File: src/rtl/axi4_master_write_router_if.sv
// Master-side AW/W channels plus the fanned-out slave-side AW/W channels of one write router.
// The router uses the slave modport; the upstream master and downstream slaves use the master modport.
interface axi4_master_write_router_if #(
  parameter int SLAVE_NUM    = 8,
  parameter int ID_LEN       = 4,
  parameter int EXTRA_ID_LEN = 2,
  parameter int ADDR_WIDTH   = 32,
  parameter int DATA_WIDTH   = 64
);
  logic [ID_LEN-1:0]              m_awid;
  logic [ADDR_WIDTH-1:0]          m_awaddr;
  logic [7:0]                     m_awlen;
  logic [2:0]                     m_awsize;
  logic [1:0]                     m_awburst;
  logic                           m_awvalid;
  logic                           m_awready;
  logic [DATA_WIDTH-1:0]          m_wdata;
  logic [DATA_WIDTH/8-1:0]        m_wstrb;
  logic                           m_wlast;
  logic                           m_wvalid;
  logic                           m_wready;

  logic [EXTRA_ID_LEN+ID_LEN-1:0] s_awid;
  logic [ADDR_WIDTH-1:0]          s_awaddr;
  logic [7:0]                     s_awlen;
  logic [2:0]                     s_awsize;
  logic [1:0]                     s_awburst;
  logic [SLAVE_NUM-1:0]           s_awvalid;
  logic [SLAVE_NUM-1:0]           s_awready;
  logic [DATA_WIDTH-1:0]          s_wdata;
  logic [DATA_WIDTH/8-1:0]        s_wstrb;
  logic                           s_wlast;
  logic [SLAVE_NUM-1:0]           s_wvalid;
  logic [SLAVE_NUM-1:0]           s_wready;

  modport slave (
    input  m_awid, m_awaddr, m_awlen, m_awsize, m_awburst, m_awvalid,
    output m_awready,
    input  m_wdata, m_wstrb, m_wlast, m_wvalid,
    output m_wready,
    output s_awid, s_awaddr, s_awlen, s_awsize, s_awburst, s_awvalid,
    input  s_awready,
    output s_wdata, s_wstrb, s_wlast, s_wvalid,
    input  s_wready
  );

  modport master (
    output m_awid, m_awaddr, m_awlen, m_awsize, m_awburst, m_awvalid,
    input  m_awready,
    output m_wdata, m_wstrb, m_wlast, m_wvalid,
    input  m_wready,
    input  s_awid, s_awaddr, s_awlen, s_awsize, s_awburst, s_awvalid,
    output s_awready,
    input  s_wdata, s_wstrb, s_wlast, s_wvalid,
    output s_wready
  );
endinterface

File: src/rtl/axi4_master_write_router.sv
// Per-master write router: decodes AWADDR to a slave, prefixes the master index onto AWID,
// and steers W bursts in AW order through a small ordering FIFO while checking WLAST placement.
module axi4_master_write_router #(
  parameter int MASTER_IDX   = 0,
  parameter int SLAVE_NUM    = 8,
  parameter int SEL_W        = 3,
  parameter int ID_LEN       = 4,
  parameter int EXTRA_ID_LEN = 2,
  parameter int ADDR_WIDTH   = 32,
  parameter int DATA_WIDTH   = 64,
  parameter int BUF_DEPTH    = 2,
  localparam int CNT_W       = $clog2(BUF_DEPTH + 1),
  localparam int PTR_W       = (BUF_DEPTH > 1) ? $clog2(BUF_DEPTH) : 1
) (
  input  logic                          ACLK,
  input  logic                          ARESETn,
  axi4_master_write_router_if.slave     bus,
  output logic [CNT_W-1:0]              outstanding,
  output logic                          w_len_err
);

  if (SLAVE_NUM != (1 << SEL_W)) begin : g_bad_sel
    $error("SLAVE_NUM must equal 2**SEL_W");
  end
  if (BUF_DEPTH < 1 || ID_LEN < 1 || (DATA_WIDTH % 8) != 0) begin : g_bad_cfg
    $error("invalid BUF_DEPTH, ID_LEN or DATA_WIDTH");
  end

  logic [SEL_W-1:0] selMem_q [BUF_DEPTH];
  logic [7:0]       lenMem_q [BUF_DEPTH];
  logic [PTR_W-1:0] wrPtr_q, wrPtr_d, rdPtr_q, rdPtr_d;
  logic [CNT_W-1:0] count_q, count_d;
  logic [7:0]       beatCnt_q, beatCnt_d;
  logic             lenErr_q, lenErr_d;

  logic [SEL_W-1:0] awSel, hSel;
  logic [7:0]       hLen;
  logic             full, empty, push, pop, wHs;

  function automatic logic [PTR_W-1:0] nextPtr(input logic [PTR_W-1:0] p);
    return (p == PTR_W'(BUF_DEPTH - 1)) ? '0 : p + 1'b1;
  endfunction

  assign awSel = bus.m_awaddr[ADDR_WIDTH-1 -: SEL_W];
  assign full  = (count_q == CNT_W'(BUF_DEPTH));
  assign empty = (count_q == '0);
  assign hSel  = selMem_q[rdPtr_q];
  assign hLen  = lenMem_q[rdPtr_q];

  assign bus.s_awid    = {EXTRA_ID_LEN'(MASTER_IDX), bus.m_awid};
  assign bus.s_awaddr  = bus.m_awaddr;
  assign bus.s_awlen   = bus.m_awlen;
  assign bus.s_awsize  = bus.m_awsize;
  assign bus.s_awburst = bus.m_awburst;
  assign bus.s_wdata   = bus.m_wdata;
  assign bus.s_wstrb   = bus.m_wstrb;
  assign bus.s_wlast   = bus.m_wlast;

  // AW is steered straight from the decode; a full FIFO stalls it even if a pop is pending.
  always_comb begin
    bus.s_awvalid        = '0;
    bus.s_awvalid[awSel] = bus.m_awvalid & ~full;
    bus.m_awready        = bus.s_awready[awSel] & ~full;
  end

  // W only flows once the head FIFO entry names its destination slave.
  always_comb begin
    bus.s_wvalid = '0;
    bus.m_wready = 1'b0;
    if (!empty) begin
      bus.s_wvalid[hSel] = bus.m_wvalid;
      bus.m_wready       = bus.s_wready[hSel];
    end
  end

  assign push = bus.m_awvalid & bus.m_awready;
  assign wHs  = bus.m_wvalid & bus.m_wready;
  assign pop  = wHs & bus.m_wlast;

  always_comb begin
    wrPtr_d   = push ? nextPtr(wrPtr_q) : wrPtr_q;
    rdPtr_d   = pop  ? nextPtr(rdPtr_q) : rdPtr_q;
    count_d   = count_q;
    if (push && !pop) count_d = count_q + 1'b1;
    if (pop && !push) count_d = count_q - 1'b1;
    beatCnt_d = beatCnt_q;
    lenErr_d  = 1'b0;
    if (wHs) begin
      // Overrun beats keep counting so a late WLAST is also flagged; saturate at 255.
      if (bus.m_wlast) begin
        beatCnt_d = '0;
        lenErr_d  = (beatCnt_q != hLen);
      end else begin
        if (beatCnt_q != 8'hFF) beatCnt_d = beatCnt_q + 1'b1;
        lenErr_d = (beatCnt_q == hLen);
      end
    end
  end

  always_ff @(posedge ACLK) begin
    if (push) begin
      selMem_q[wrPtr_q] <= awSel;
      lenMem_q[wrPtr_q] <= bus.m_awlen;
    end
  end

  always_ff @(posedge ACLK) begin
    if (!ARESETn) begin
      wrPtr_q   <= '0;
      rdPtr_q   <= '0;
      count_q   <= '0;
      beatCnt_q <= '0;
      lenErr_q  <= 1'b0;
    end else begin
      wrPtr_q   <= wrPtr_d;
      rdPtr_q   <= rdPtr_d;
      count_q   <= count_d;
      beatCnt_q <= beatCnt_d;
      lenErr_q  <= lenErr_d;
    end
  end

  assign outstanding = count_q;
  assign w_len_err   = lenErr_q;

endmodule
File: src/flat_wrapper.sv
// flat-port wrapper written by rule: the top's interface ports become plain ports
module axi4_master_write_router_flat 
#(
  parameter int MASTER_IDX   = 0,
  parameter int SLAVE_NUM    = 8,
  parameter int SEL_W        = 3,
  parameter int ID_LEN       = 4,
  parameter int EXTRA_ID_LEN = 2,
  parameter int ADDR_WIDTH   = 32,
  parameter int DATA_WIDTH   = 64,
  parameter int BUF_DEPTH    = 2,
  localparam int CNT_W       = $clog2(BUF_DEPTH + 1),
  localparam int PTR_W       = (BUF_DEPTH > 1) ? $clog2(BUF_DEPTH) : 1
)
  (ACLK, ARESETn, outstanding, w_len_err, bus_m_awid, bus_m_awaddr, bus_m_awlen, bus_m_awsize, bus_m_awburst, bus_m_awvalid, bus_m_awready, bus_m_wdata, bus_m_wstrb, bus_m_wlast, bus_m_wvalid, bus_m_wready, bus_s_awid, bus_s_awaddr, bus_s_awlen, bus_s_awsize, bus_s_awburst, bus_s_awvalid, bus_s_awready, bus_s_wdata, bus_s_wstrb, bus_s_wlast, bus_s_wvalid, bus_s_wready);
  axi4_master_write_router_if #(.SLAVE_NUM(SLAVE_NUM), .ID_LEN(ID_LEN), .EXTRA_ID_LEN(EXTRA_ID_LEN), .ADDR_WIDTH(ADDR_WIDTH), .DATA_WIDTH(DATA_WIDTH)) bus_i ();
  input  logic ACLK;
  input  logic ARESETn;
  output logic [CNT_W-1:0] outstanding;
  output logic w_len_err;
  input wire logic [$bits(bus_i.m_awid)-1:0] bus_m_awid;
  input wire logic [$bits(bus_i.m_awaddr)-1:0] bus_m_awaddr;
  input wire logic [$bits(bus_i.m_awlen)-1:0] bus_m_awlen;
  input wire logic [$bits(bus_i.m_awsize)-1:0] bus_m_awsize;
  input wire logic [$bits(bus_i.m_awburst)-1:0] bus_m_awburst;
  input wire logic [$bits(bus_i.m_awvalid)-1:0] bus_m_awvalid;
  output wire logic [$bits(bus_i.m_awready)-1:0] bus_m_awready;
  input wire logic [$bits(bus_i.m_wdata)-1:0] bus_m_wdata;
  input wire logic [$bits(bus_i.m_wstrb)-1:0] bus_m_wstrb;
  input wire logic [$bits(bus_i.m_wlast)-1:0] bus_m_wlast;
  input wire logic [$bits(bus_i.m_wvalid)-1:0] bus_m_wvalid;
  output wire logic [$bits(bus_i.m_wready)-1:0] bus_m_wready;
  output wire logic [$bits(bus_i.s_awid)-1:0] bus_s_awid;
  output wire logic [$bits(bus_i.s_awaddr)-1:0] bus_s_awaddr;
  output wire logic [$bits(bus_i.s_awlen)-1:0] bus_s_awlen;
  output wire logic [$bits(bus_i.s_awsize)-1:0] bus_s_awsize;
  output wire logic [$bits(bus_i.s_awburst)-1:0] bus_s_awburst;
  output wire logic [$bits(bus_i.s_awvalid)-1:0] bus_s_awvalid;
  input wire logic [$bits(bus_i.s_awready)-1:0] bus_s_awready;
  output wire logic [$bits(bus_i.s_wdata)-1:0] bus_s_wdata;
  output wire logic [$bits(bus_i.s_wstrb)-1:0] bus_s_wstrb;
  output wire logic [$bits(bus_i.s_wlast)-1:0] bus_s_wlast;
  output wire logic [$bits(bus_i.s_wvalid)-1:0] bus_s_wvalid;
  input wire logic [$bits(bus_i.s_wready)-1:0] bus_s_wready;
  assign bus_i.m_awid = bus_m_awid;
  assign bus_i.m_awaddr = bus_m_awaddr;
  assign bus_i.m_awlen = bus_m_awlen;
  assign bus_i.m_awsize = bus_m_awsize;
  assign bus_i.m_awburst = bus_m_awburst;
  assign bus_i.m_awvalid = bus_m_awvalid;
  assign bus_m_awready = bus_i.m_awready;
  assign bus_i.m_wdata = bus_m_wdata;
  assign bus_i.m_wstrb = bus_m_wstrb;
  assign bus_i.m_wlast = bus_m_wlast;
  assign bus_i.m_wvalid = bus_m_wvalid;
  assign bus_m_wready = bus_i.m_wready;
  assign bus_s_awid = bus_i.s_awid;
  assign bus_s_awaddr = bus_i.s_awaddr;
  assign bus_s_awlen = bus_i.s_awlen;
  assign bus_s_awsize = bus_i.s_awsize;
  assign bus_s_awburst = bus_i.s_awburst;
  assign bus_s_awvalid = bus_i.s_awvalid;
  assign bus_i.s_awready = bus_s_awready;
  assign bus_s_wdata = bus_i.s_wdata;
  assign bus_s_wstrb = bus_i.s_wstrb;
  assign bus_s_wlast = bus_i.s_wlast;
  assign bus_s_wvalid = bus_i.s_wvalid;
  assign bus_i.s_wready = bus_s_wready;
  axi4_master_write_router #(.MASTER_IDX(MASTER_IDX), .SLAVE_NUM(SLAVE_NUM), .SEL_W(SEL_W), .ID_LEN(ID_LEN), .EXTRA_ID_LEN(EXTRA_ID_LEN), .ADDR_WIDTH(ADDR_WIDTH), .DATA_WIDTH(DATA_WIDTH), .BUF_DEPTH(BUF_DEPTH)) u_core (.ACLK(ACLK), .ARESETn(ARESETn), .bus(bus_i), .outstanding(outstanding), .w_len_err(w_len_err));
endmodule
File: config.mk
export PLATFORM = sky130hd
export DESIGN_NAME = axi4_master_write_router_flat
export DESIGN_NICKNAME = d
export VERILOG_FILES = /design/src/rtl/axi4_master_write_router_if.sv /design/src/rtl/axi4_master_write_router.sv /design/src/flat_wrapper.sv
export SDC_FILE = /design/constraint.sdc
export NUM_CORES = 1
export LEC_CHECK = 0
export CAP_MARGIN = 15
export CORE_AREA = 2 2 112 114
export DETAILED_ROUTE_END_ITERATION = 10
export DIE_AREA = 0 0 114 116
export GPL_TIMING_DRIVEN = 0
export PLACE_DENSITY = 0.72
export SETUP_SLACK_MARGIN = 0.1
export SYNTH_ARGS = -nofsm -noshare
export SYNTH_HDL_FRONTEND = slang
export SYNTH_SLANG_ARGS = --single-unit
export TNS_END_PERCENT = 20
File: constraint.sdc
create_clock -name ACLK -period 6.1 [get_ports ACLK]
set_clock_uncertainty 0.1 [all_clocks]
set_input_delay 1.83 -clock ACLK [delete_from_list [all_inputs] [get_ports ACLK]]
set_output_delay 1.83 -clock ACLK [all_outputs]
set_load 0.05 [all_outputs]
Word level (Yosys, flattened, before mapping)
Memories as Yosys holds them, arrays and structs flattened. A register that Yosys moved wholly into a read port is not among the register bits.
Cells that the tools add are included.
Widths: inputs -> output; s select.

storage, ports and cells
  bits in registers = 13
  bits in writable memories = 22
  output and inout bits = 145
  logic and storage cells = 62
  memories kept = 2

memories
  memory           words  width  rd ports  clocked after memory_dff  write ports  line                            text
  u_core.lenMem_q  2      8      1         1                         1            axi4_master_write_router.sv:30  logic [7:0] lenMem_q [BUF_DEPTH];
  u_core.selMem_q  2      3      1         1                         1            axi4_master_write_router.sv:29  logic [SEL_W-1:0] selMem_q [BUF_DEPTH];

operators by class
  $add $sub $neg = 5
  magnitude comparators = 4
  equality and inequality tests = 4
  multiplexer cells = 23
  bitwise logic cells = 8
  reductions and logical operators = 11

operators by type and width
  kind                 number
  $mux 8               3
  $and 8x8->8          2
  $mux 1               14
  $add 8x1->8 const B  1
  $eq 8x8->1           1
  $lt 3x4->1 const B   2
  $ne 8x8->1           1
  $ne 8x8->1 const B   1
  $bmux 1 s3           2
  $demux 1 s3          2
  $ge 3x1->1 const B   2
  $and 1x1->1          5
  $logic_and 1x1->1    4
  $mux 2               2
  $reduce_and 2->1     2
  $reduce_bool 2->1    2
  $add 1x1->1 const B  2
  $add 2x1->2 const B  1
  $eq 2x2->1 const B   1
  $logic_not 1->1      2
  $logic_not 2->1      1
  $sub 2x1->2 const B  1
  $not 1->1            1

Depth between registers and ports, before layout
  depth after elaboration = 9
  depth in mapped cells = 10

Worst setup path after synthesis
Ideal clock, no wire load.

  path kind = input to output
  from = input port bus_m_awvalid
  to = output port bus_s_awvalid[0]
  arrival = 3.227 ns
  slack = 0.943 ns
  stages on the path = 3
  buffers on the path = 0
  cell sequence = nand2_1 or2_2 nor3_1

on the way
  cells in the longest elaborated chain, start to end = 2

ends and longest elaborated chain
  element                       line                            text
  start: declaration            flat_wrapper.sv:26              input wire logic [$bits(bus_i.m_awvalid)-1:0] bus_m_awvalid;
  $and 1x1->1                   axi4_master_write_router.sv:62  bus.s_awvalid[awSel] = bus.m_awvalid & ~full;
  $and 8x8->8 (no source line)  --
  end: declaration              flat_wrapper.sv:38              output wire logic [$bits(bus_i.s_awvalid)-1:0] bus_s_awvalid;

No other way between the ends.

Worst setup path in the final report
  from = input port bus_m_wvalid
  to = output port bus_s_wvalid[5]

on the way
  cells in the longest elaborated chain, start to end = 2

ends and longest elaborated chain
  element                       line                            text
  start: declaration            flat_wrapper.sv:31              input wire logic [$bits(bus_i.m_wvalid)-1:0] bus_m_wvalid;
  $and 8x8->8 (no source line)  --
  $mux 8                        axi4_master_write_router.sv:70  if (!empty) begin
  end: declaration              flat_wrapper.sv:43              output wire logic [$bits(bus_i.s_wvalid)-1:0] bus_s_wvalid;

No other way between the ends.

==> results by group <==
Setup path
  • CP Launch Type: primary input
  • Worst EP arrival: 3.90 ns
  • Crit path max-delay family: buffers and inverters
  • Crit. End Element: output port
  • Most Frequent Cell on Critical Path: clkdlybuf4s50_1
  • CP max stage cell: clkdlybuf4s50_1
  • WS Path Type: in2out
  • WP buf/inv: 2
  • CP Cell Sequence: clkdlybuf4s50_1, or3b_2, nor2_1, clkdlybuf4s50_1
  • Critical Path RT: 4.17 ns
  • Crit path max fanout: 5
  • Worst Setup SP: bus_m_wvalid
  • Crit-path max cell delay: 0.82 ns

Worst hold path
  • Hold_sp: u_core.rdPtr_q
  • Hold crit path type: reg2reg

Clock tree
  • Num CTS Buffers: 5
  • Clock Tree Buf Depth: 2
  • Root buf cell: clkbuf_16
  • Hold_buf cts: 0
  • Clk Latency, worst-skew pair: around 0.27 ns
  • Clk slew on worst S/H paths: 0.05 ns
  • CTS Sinks: 36
  • H-tree Lvls: 2
  • CTS tree: yes
  • Setup Buffers After CTS: 0

STA
  • Slew Limit Fails: 0
  • Worst hold margin: about 0.38 ns
  • Maximum clock frequency: 171 MHz
  • Normalized max-slew margin: 33.1%
  • RSZ-0062 raised after global routing: false
  • Fin crit share: between 90 and 100%
  • Setup ws final: 0.267 ns
  • Hold Fails Final Rpt: 0
  • Endpoints failing setup: 0
  • Final TNS setup: 0 ns
  • Fin crit period: around 6 ns
  • Worst Tran Pin Value: about 1 ns

Placed design
  • Placed cells: 631
  • Area post-placement: 4840 um2
  • Global placer's final weighted congestion: 0.905
  • I/O Buffers: 174
  • HPWL Detailed: 8980 um
  • Post-Place Worst Slack: -0.0147 ns

Cells and area
  • Fraction of layout cells with a size suffix above 1: 29.7%
  • Final net count: roughly 640
  • Non-filler cells, final: 639
  • Ant diodes: 0
  • Final core occ: 41.8%
  • Area growth from synthesis to layout: 71.0%
  • Fin area: about 5000 um2

Floorplanning
  • Core area: 11900 um2
  • Die X-Extent: 114 um
  • Initial Util: 24.5%
  • FP Rows: 40
  • I/O pin count: around 290
  • DIE AREA: 13200 um2
  • Chip Height: ~120 um

Detailed routing
  • Vias per inst: 4.29
  • DRC: 0
  • DR vias: 2739
  • Detailed route wirelength on metal3: roughly 1100 um
  • WL/cell: 16.3 um
  • Post-Route WL: 10400 um
  • Met2 WL post-DR: 5120 um
  • Post-Route M1 WL: 4110 um
  • First-pass DRT Iterations: 4
  • DR iter-0 viols: 136
  • Highest metal used: met5
  • Antenna viol nets, final: 0

Synthesis
  • Post-synthesis sequential area ratio: 32.3%
  • Async SR Flop Fraction: 0%
  • Netlist cell types: 51
  • YS warnings: 0
  • Ys flop type: edfxtp_1
  • Gate Count Post-Synth: between 300 and 400
  • Yosys top cell area share: 32.2%
  • Syn Std Cell Area: 2910 um2
  • Top post-synthesis cells by area: buf_4 (32%), edfxtp_1 (23%), dfxtp_1 (9.6%), mux2i_1 (5.5%), nor2_1 (2.8%)
  • Area leader, netlist: buf_4
  • EDFF count, synth: 22
  • Avg Inst Size Synth: 9.43 um2
  • Flops & latches, synth: 36

Power and ir drop
  • Worst vdd ir: 0.000151 V
  • Leak: 2.01 nW
  • Total power: 973 uW
  • PD cells: 195 nW/um2

Global routing
  • First-pass GRT wire length: 14300 um
  • GRT Residual Overflow: 0
  • Largest net degree at the start of global routing: 12
  • GRT Total Usage: 14.0%
  • Vias in the first global route: between 2000 and 3000
  • Initial antenna violation count: 2

Outcome
  • Status: completed

Run
  • MaxCap Viol Count: 0
==> final timing paths <==
kind	endpoint	slack, ns	depth (start not counted)
setup / recovery	bus_s_wvalid[5]	0.27	4
setup reg to reg	u_core.outstanding[1]	3.30	9
hold reg to reg	u_core.rdPtr_q	0.38	2
hold / removal	u_core.rdPtr_q	0.38	2
==> worst min-delay path: stages, from the launching register on <==
cell     delay, ns
dfxtp_1       0.31
nand2_1       0.07
mux2i_1       0.06
==> routing by layer <==
metal / up-vias / GRT usage, %
li1: 1300 / -
met1: 1267 / 17.2
met2: 159 / 24.5
met3: 11 / 4.39
met4: 2 / 2.44
met5: - / 0
==> what timing repair did <==
action | CTS | global route
setup endpoints to repair | 1 | 1
endpoints found under the hold margin | 0 | 0
resized for setup | 1 | 1
cloned | 0 | 0
==> synth_stat cells, types with 2 or more instances <==
| cell | count |
|---|---|
| inv_1 | 5 |
| a211oi_1 | 2 |
| nor3_1 | 5 |
| edfxtp_1 | 22 |
| xor2_1 | 6 |
| o2bb2ai_1 | 2 |
| dfxtp_1 | 14 |
| o211ai_1 | 2 |
| a21oi_1 | 4 |
| a31oi_1 | 3 |
| nand3_1 | 4 |
| nand2b_1 | 6 |
| o21bai_1 | 2 |
| nor2_1 | 22 |
| a32o_1 | 2 |
| or3_1 | 5 |
| o21ai_0 | 4 |
| nor2b_1 | 5 |
| nand2_1 | 9 |
| buf_4 | 125 |
| nand4_1 | 4 |
| clkbuf_1 | 2 |
| mux4_2 | 2 |
| xnor2_1 | 5 |
| mux2i_1 | 16 |
| ha_1 | 2 |
| and2_1 | 3 |
| buf_2 | 3 |
==> sequential cells by signal, summed over array words and instances, names as in the netlist, named ones only <==
signal	count
u_core.rdPtr_q	1
u_core.w_len_err	1
u_core.selMem_q	6
u_core.lenMem_q	16
u_core.wrPtr_q	1
u_core.outstanding	2
u_core.beatCnt_q	8
==> final cells by class <==
type / instances / area, um2
multi-input combinational: 137 / 981
clock inverter: 3 / 13.8
sequential: 36 / 941
buffer: 131 / 972
fill: 1127 / 6930
tap: 147 / 184
timing repair buffer: 174 / 1740
clock buffer: 5 / 125
inverter: 6 / 22.5
==> report_power, final <==
group	leakage, nW	switching [mW]	internal, mW
sequential	0.315	0.00958	0.274
clock	0.0710	0.0880	0.148
combinational	1.63	0.273	0.180
total	2.01	0.370	0.602
==> layout by cell type (no fill, tap or decap), types with 3 or more instances in the layout <==
cell,synthesis,layout
nand4_1,4,4
nor3_1,5,5
and2_1,3,3
dfxtp_1,14,14
a21oi_1,4,4
buf_2,3,3
inv_1,5,5
clkdlybuf4s50_1,0,172
xor2_1,6,6
clkbuf_16,0,5
or3_1,5,5
a31oi_1,3,3
nand2_1,9,9
mux2i_1,16,16
edfxtp_1,22,22
o21ai_0,4,4
nand3_1,4,4
nand2b_1,6,6
nor2b_1,5,5
nor2_1,22,22
buf_4,125,125
xnor2_1,5,5
==> cell families after synthesis <==
family                     count (synthesis)  synth area share, %
AOI/OAI and AO/OA                         31                 8.38
DFF                                       36                 32.3
muxes                                     19                 7.82
other                                      1                0.129
and+or+nand+nor                           72                 13.1
xor gates and xnor gates                  11                 3.31
buffers and inverters                    137                 34.1
adders and majority gates                  2                0.859
No activity file was read; power rests on OpenSTA's default activity.
